--- src/rtl/ram16k_pkg.sv ---
// Shared widths and controller state encoding for the RAM16K request controller.
package ram16k_pkg;
   localparam int DATA_W   = 16;
   localparam int ADDR_W   = 14;
   localparam int BANK_W   = 3;
   localparam int WORD_W   = 11;
   localparam int BANK_CNT = 8;

   typedef enum logic [2:0] {
      IDLE = 3'd0,
      WR   = 3'd1,
      RD   = 3'd2,
      CAP  = 3'd3,
      RESP = 3'd4
   } ctrl_state_t;
endpackage

--- src/rtl/bank_dec38.sv ---
// 3-to-8 one-hot bank decoder with enable; all-zero output when disabled.
module bank_dec38
   import ram16k_pkg::*;
(
   input  logic                en,
   input  logic [BANK_W-1:0]   sel,
   output logic [BANK_CNT-1:0] onehot
);
   always_comb begin
      onehot = '0;
      if (en) onehot[sel] = 1'b1;
   end
endmodule

--- src/rtl/ram16k_ctrl.sv ---
// Request-side controller for RAM16K (8 banks x 2K x 16b), all outputs registered.
// Optional RAM16K_PERF_CNT_EN adds saturating write/read-response counters.
//
// state | meaning
// IDLE  | req_ready high, waiting for a request
// WR    | bank_we strobe on the selected bank for one cycle
// RD    | bank_re strobe on the selected bank; bank data appears next cycle
// CAP   | mux_data sampled into rsp_rdata
// RESP  | rsp_valid held until rsp_ready
module ram16k_ctrl
   import ram16k_pkg::*;
(
   input  logic                clk,
   input  logic                rst,
   input  logic                req_valid,
   output logic                req_ready,
   input  logic                req_we,
   input  logic [ADDR_W-1:0]   req_addr,
   input  logic [DATA_W-1:0]   req_wdata,
   output logic                rsp_valid,
   input  logic                rsp_ready,
   output logic [DATA_W-1:0]   rsp_rdata,
   output logic [WORD_W-1:0]   bank_addr,
   output logic [DATA_W-1:0]   bank_wdata,
   output logic [BANK_CNT-1:0] bank_we,
   output logic [BANK_CNT-1:0] bank_re,
   output logic [BANK_W-1:0]   mux_sel,
   input  logic [DATA_W-1:0]   mux_data
`ifdef RAM16K_PERF_CNT_EN
   ,
   output logic [15:0]         wr_cnt,
   output logic [15:0]         rd_cnt
`endif
);
   ctrl_state_t         state_q, state_d;
   logic                accept;
   logic                req_ready_d, rsp_valid_d;
   logic [DATA_W-1:0]   rsp_rdata_d, bank_wdata_d;
   logic [WORD_W-1:0]   bank_addr_d;
   logic [BANK_W-1:0]   mux_sel_d, dec_sel;
   logic                we_en, re_en;
   logic [BANK_CNT-1:0] we_oh, re_oh;

   assign accept = req_valid & req_ready;

   always_comb begin
      state_d      = state_q;
      rsp_valid_d  = rsp_valid;
      rsp_rdata_d  = rsp_rdata;
      bank_addr_d  = bank_addr;
      bank_wdata_d = bank_wdata;
      mux_sel_d    = mux_sel;
      dec_sel      = req_addr[ADDR_W-1 -: BANK_W];
      we_en        = 1'b0;
      re_en        = 1'b0;
      case (state_q)
         IDLE: begin
            if (accept) begin
               bank_addr_d  = req_addr[WORD_W-1:0];
               bank_wdata_d = req_wdata;
               if (req_we) begin
                  we_en   = 1'b1;
                  state_d = WR;
               end else begin
                  re_en     = 1'b1;
                  mux_sel_d = dec_sel;
                  state_d   = RD;
               end
            end
         end
         WR:   state_d = IDLE;
         RD:   state_d = CAP;
         CAP: begin
            rsp_rdata_d = mux_data;
            rsp_valid_d = 1'b1;
            state_d     = RESP;
         end
         RESP: begin
            if (rsp_ready) begin
               rsp_valid_d = 1'b0;
               state_d     = IDLE;
            end
         end
         default: state_d = IDLE;
      endcase
      req_ready_d = (state_d == IDLE);
   end

   // Strobes are decoded from the next state's bank so they register alongside it.
   bank_dec38 u_dec_we (.en(we_en), .sel(dec_sel), .onehot(we_oh));
   bank_dec38 u_dec_re (.en(re_en), .sel(dec_sel), .onehot(re_oh));

   always_ff @(posedge clk) begin
      if (rst) begin
         state_q    <= IDLE;
         req_ready  <= 1'b1;
         rsp_valid  <= 1'b0;
         rsp_rdata  <= '0;
         bank_addr  <= '0;
         bank_wdata <= '0;
         bank_we    <= '0;
         bank_re    <= '0;
         mux_sel    <= '0;
      end else begin
         state_q    <= state_d;
         req_ready  <= req_ready_d;
         rsp_valid  <= rsp_valid_d;
         rsp_rdata  <= rsp_rdata_d;
         bank_addr  <= bank_addr_d;
         bank_wdata <= bank_wdata_d;
         bank_we    <= we_oh;
         bank_re    <= re_oh;
         mux_sel    <= mux_sel_d;
      end
   end

`ifdef RAM16K_PERF_CNT_EN
   always_ff @(posedge clk) begin
      if (rst) begin
         wr_cnt <= '0;
         rd_cnt <= '0;
      end else begin
         if (state_q == WR && wr_cnt != 16'hFFFF) wr_cnt <= wr_cnt + 16'd1;
         if (state_q == RESP && rsp_ready && rd_cnt != 16'hFFFF) rd_cnt <= rd_cnt + 16'd1;
      end
   end
`endif
endmodule

--- config.mk ---
export PLATFORM = sky130hd
export DESIGN_NAME = ram16k_ctrl
export DESIGN_NICKNAME = d
export VERILOG_FILES = /design/src/rtl/ram16k_pkg.sv /design/src/rtl/bank_dec38.sv /design/src/rtl/ram16k_ctrl.sv
export SDC_FILE = /design/constraint.sdc
export NUM_CORES = 1
export LEC_CHECK = 0
export BUFFER_PORTS_ARGS = -buffer_cell sky130_fd_sc_hd__buf_2
export CAP_MARGIN = 25
export CELL_PAD_IN_SITES_DETAIL_PLACEMENT = 1
export CELL_PAD_IN_SITES_GLOBAL_PLACEMENT = 2
export CORE_MARGIN = 10
export CORE_UTILIZATION = 25
export DETAILED_ROUTE_END_ITERATION = 7
export MAX_ROUTING_LAYER = met4
export PLACE_DENSITY = 0.81
export SLEW_MARGIN = 25
export SYNTH_ARGS = -nofsm -noshare
export SYNTH_HDL_FRONTEND = slang
export SYNTH_SLANG_ARGS = --single-unit
--- constraint.sdc ---
create_clock -name clk -period 1.7 [get_ports clk]
set_input_delay 0.425 -clock clk [delete_from_list [all_inputs] [get_ports clk]]
set_output_delay 0.425 -clock clk [all_outputs]
set_load 0.02 [all_outputs]
* Word-level counts from Yosys, hierarchy flattened
Index checks and enable logic that the tools add are counted. W data, S select, Z words.
Operators by class: equality and inequality tests 4, reductions and logical operators 9, $lt $le $gt $ge 2, bitwise logic cells 4, multiplexer cells 14
Operators by type and width (number):
- $pmux W3 S4 | 1
- $mux W1 | 8
- $eq A3 B2 Y1 const B | 2
- $logic_not A3 Y1 | 2
- $mux W3 | 2
- $lt A3 B4 Y1 const B | 1
- $reduce_and A2 Y1 | 2
- $reduce_or A2 Y1 | 2
- $demux W1 S3 | 1
- $eq A3 B3 Y1 const B | 1
- $ge A3 B1 Y1 const B | 1
- $not A1 Y1 | 3
- $reduce_and A3 Y1 | 1
- $mux W2 | 1
- $ne A2 B2 Y1 const B | 1
- $pmux W1 S2 | 1
- $reduce_bool A2 Y1 | 1
- $and A1 B1 Y1 | 1
- $logic_and A1 B1 Y1 | 1
Storage, ports and cells: input bits 51, register bits 67, output and inout port bits 64

* Longest topological paths before layout
word-level depth 5, depth in mapped cells 6, depth with buffers taken out 3

* Hierarchy
A second synthesis with hierarchy kept.
Unflattened totals: cell total of the unflattened synthesis 275, area, all modules 2768.9 µm²
By module, submodules not included:
- ram16k_ctrl | area each 2577.5 µm², times used 1, sequential area each 1341.3 µm², cells each 259
- bank_dec38 (u_dec_we) | area each 96.3 µm², times used 1, sequential area each 0.0 µm², cells each 8
- bank_dec38 (u_dec_re) | area each 95.1 µm², times used 1, sequential area each 0.0 µm², cells each 8

* Least setup slack after synthesis
OpenSTA, ideal clock, no wires.
path type input -> register, start point input rst, end point register bank_addr[10], stages 4, arrival time 1225 ps, setup slack 343 ps, path buffers 3, library setup time 132 ps, cell sequence clkbuf_1 -> clkbuf_1 -> clkbuf_1 -> a21oi_1
RTL lines:
- from (decl) | line ram16k_ctrl.sv:14 | input logic rst,
- to (signal assigned) | line ram16k_ctrl.sv:109 | bank_addr <= bank_addr_d;
- to (decl) | line ram16k_ctrl.sv:23 | output logic [WORD_W-1:0] bank_addr,
No word-level cell between the ends.

* Worst setup path after layout
start point register state_q[1], end point register bank_addr[3]
On the way: longest elaborated chain between the ends 2
RTL lines:
- from (decl) | line ram16k_ctrl.sv:35 | ctrl_state_t state_q, state_d;
- from (signal assigned) | line ram16k_ctrl.sv:105 | state_q <= state_d;
- $logic_not A3 Y1 | line ram16k_ctrl.sv:56 | case (state_q)
- $reduce_and A2 Y1 (no line)
Every way passes these cells. A chain may end at the register's enable or synchronous reset.

==> results.txt <==
post-synthesis mux area share -> 0%
n_diodes -> 0
Worst Hold End -> rsp_rdata[8]
DR top layer -> met4
Overflow after GRT -> 0
final hold vios -> 0
Hold Path Depth -> 3
Slew @ Worst Pin -> 0.498 ns
Via density -> 4.53
Site Rows -> 35
antenna viol nets, final -> 0
largest net degree at the start of global routing -> 45
DR WL/cell -> 15.4 um
Synth Area in XOR/XNOR -> 0%
root buf cell -> clkbuf_8
Die X -> 118 um
met2 WL post-DR -> 3.60 mm
main combinational cell family by area after synthesis -> simple AND/OR/NAND/NOR gates
final setup fails -> 0
dpl hpwl -> 5.80 mm
CTS tree -> built
CTS Sinks -> 67
Ports -> 115
RSZ-0062 raised after global routing -> false
Clock Tree Buf Depth -> 2
Post-Syn Area -> 2380 um2
wire length of the first global-routing pass -> 13.2 mm
Inserted Clock Buffers -> 9
number of remaining DRC errors -> 0
WL met3 -> 415 um
Min-Delay Path Class -> in -> reg
setup TNS -> 0 ns
Pleak -> 1.44 nW
DRT Wirelength -> 8.01 mm
vias in the first global route -> 2,609
core area -> 9240 um2
outcome -> finished, final reports clean
CP Data Arrival Time -> 1.78 ns
H-tree levels -> 3
synth warn -> 0
crit path time final -> 1.52 ns
reg2reg path depth -> 4
Hold Buf Count CTS -> 0
iteration-0 DRC count of the detailed router -> 60
final net count -> 436
Worst Setup End Kind -> flop
Startpoint Class -> flop
initial antenna violation count -> 0
area grow syn2layout -> 37.3%
vias post-DR -> 2,353
period utilization -> 89.6%
dpl ws -> 0.119 ns
register bit total from synthesis -> 67
CP max FO -> 27
synth unique cells -> 24
Die ar. -> 13,800 um2
Initial Util -> 25.8%
Max-slew headroom -> 66.8%
maximum clock rate -> 657 MHz
clock slew at reported path FFs -> 0.08 ns
Die Ht -> 118 um
Largest stage delay, worst path -> 0.52 ns
cells along the critical path -> nor4bb_4 > buf_12 > nand3_1 > a21oi_1
Reg2Reg Launch Point -> state_q[1]
sequential fraction of the synthesis area -> 56.3%
R2R Path End -> bank_addr[3]
max-slew violations -> 0
FF-to-FF setup slack -> 0.18 ns
Net Count, Synth -> 329
worst setup margin -> 0.177 ns
hold path start -> mux_data[8]
clock latency on the worst-skew pair -> 0.34 ns
Synth Area in Adders -> 0%
Post-Synthesis Cells -> 278
Post-Synth Simple-Gate Area -> 20.6%
max cap viols -> 0
PD cells -> 1020 nW/um2
Synth Area in Compound Gates -> 17.5%
Slowest-stage cell, CP -> nor4bb_4
gr usage total -> 11.9%
layout cells sized above 1 -> 36.2%
clock skew -> 0.00890 ns
IO buf count -> 114
Mapped Avg Cell Area -> 8.57 um2
M1 wire length -> 3.88 mm
DRT Pass-1 Iters -> 4
Worst EP required -> 1.96 ns
crit path kind -> reg -> reg
worst vdd ir -> 0.000393 V
Final GP Congestion -> 0.715
==> cells in the mapped netlist (all sizes together) <==
| library cell | count | area (um2) |
|---|---|---|
| inv | 2 | 7.51 |
| clkbuf | 15 | 56.3 |
| nand4bb | 1 | 11.3 |
| nand2b | 2 | 12.5 |
| nor4bb | 1 | 10.0 |
| o21ai | 30 | 150 |
| and4b | 1 | 10.0 |
| buf | 10 | 68.8 |
| nand2 | 34 | 128 |
| dfxtp | 67 | 1340 |
| a21oi | 49 | 245 |
| or2 | 1 | 6.26 |
| nor3 | 7 | 35.0 |
| nand4b | 1 | 8.76 |
| o21a | 2 | 15.0 |
| nor4b | 1 | 8.76 |
| o21bai | 1 | 7.51 |
| nor2 | 16 | 60.1 |
| and3b | 1 | 8.76 |
| or3b | 1 | 8.76 |
| nand3b | 3 | 22.5 |
| nand3 | 32 | 160 |
==> logic make-up after synthesis <==
kind of cell	Yosys count
flip-flops	67
AND/OR/NAND/NOR	102
buffers and inverters	27
AO/OA/AOI/OAI	82
==> metrics by stage <==
stage / std cells / utilization, % / area [um2] / total power [mW] / hold slack [ns]
3_5_place_dp: 503 / 33.5 / 3090 / 2.19 / 0.443
6_report: 519 / 35.4 / 3270 / 3.33 / 0.322
4_1_cts: 519 / 35.4 / 3270 / 3.41 / 0.300
2_1_floorplan: 278 / - / 2380 / 1.99 / 0.502
5_1_grt: 519 / 35.4 / 3270 / 3.52 / 0.314
3_3_place_gp: 503 / 33.5 / 3090 / 2.18 / 0.438
==> cell type report <==
type / instances / area (um2)
clock inverter: 7 / 51.3
sequential: 67 / 1340
timing repair buffer: 121 / 661
inverter: 2 / 7.51
clock buffer: 9 / 124
tap: 129 / 161
multi-input combinational: 184 / 925
fill: 1132 / 5970
==> worst max path at each step <==
stage / to / start / cells after the start / slack, ns
6_report: bank_addr[3] / state_q[1] / 4 / 0.18
2_1_floorplan: bank_addr[10] / rst / 4 / 0.34
4_1_cts: rsp_rdata[3] / state_q[1] / 3 / 0.1
3_3_place_gp: rsp_rdata[15] / state_q[1] / 3 / 0.20
5_1_grt: bank_re[2] / req_ready / 3 / 0.05
3_5_place_dp: rsp_rdata[3] / state_q[1] / 3 / 0.12
==> worst max-delay path: cells and delay by family, from the launching register on <==
| kind | cells | cell delay [ns] |
|---|---|---|
| buf+inv | 1 | 0.24 |
| compound gates | 1 | 0.17 |
| simple gates | 2 | 0.61 |
| flops | 1 | 0.42 |
==> flip-flops by register name, indices dropped and copies added, names as in the netlist <==
signal	count
rsp_valid	1
state_q	3
bank_we	8
mux_sel	3
req_ready	1
bank_wdata	16
rsp_rdata	16
bank_addr	11
bank_re	8
==> where the power goes <==
part	internal, mW	switching, mW
logic	0.184	0.284
clock network	0.536	0.649
registers	1.64	0.0417
total	2.36	0.974
==> cells in the final DEF (no fill, tap or decap), drive strengths merged, types with 2 or more instances in the layout <==
| master | n |
|---|---|
| buf | 121 |
| nand2 | 34 |
| nor3 | 7 |
| dfxtp | 67 |
| o21ai | 30 |
| o21a | 2 |
| a21oi | 49 |
| clkinv | 3 |
| clkbuf | 9 |
| nand3b | 3 |
| nor2 | 16 |
| clkinvlp | 2 |
| nand3 | 32 |
| inv | 4 |
| nand2b | 2 |
==> per-layer routing <==
metal	vias to the layer above	global-route usage, %
li1	1166	-
met1	1097	14.3
met2	80	18.5
met3	10	3.26
met4	0	4.48
met5	-	-
==> timing repair <==
item | in CTS | in global routing
setup buffers | 0 | 0
setup endpoints to repair | 0 | 11
resized for setup | 0 | 1
Note: power is estimated with default switching activity, not from simulation.
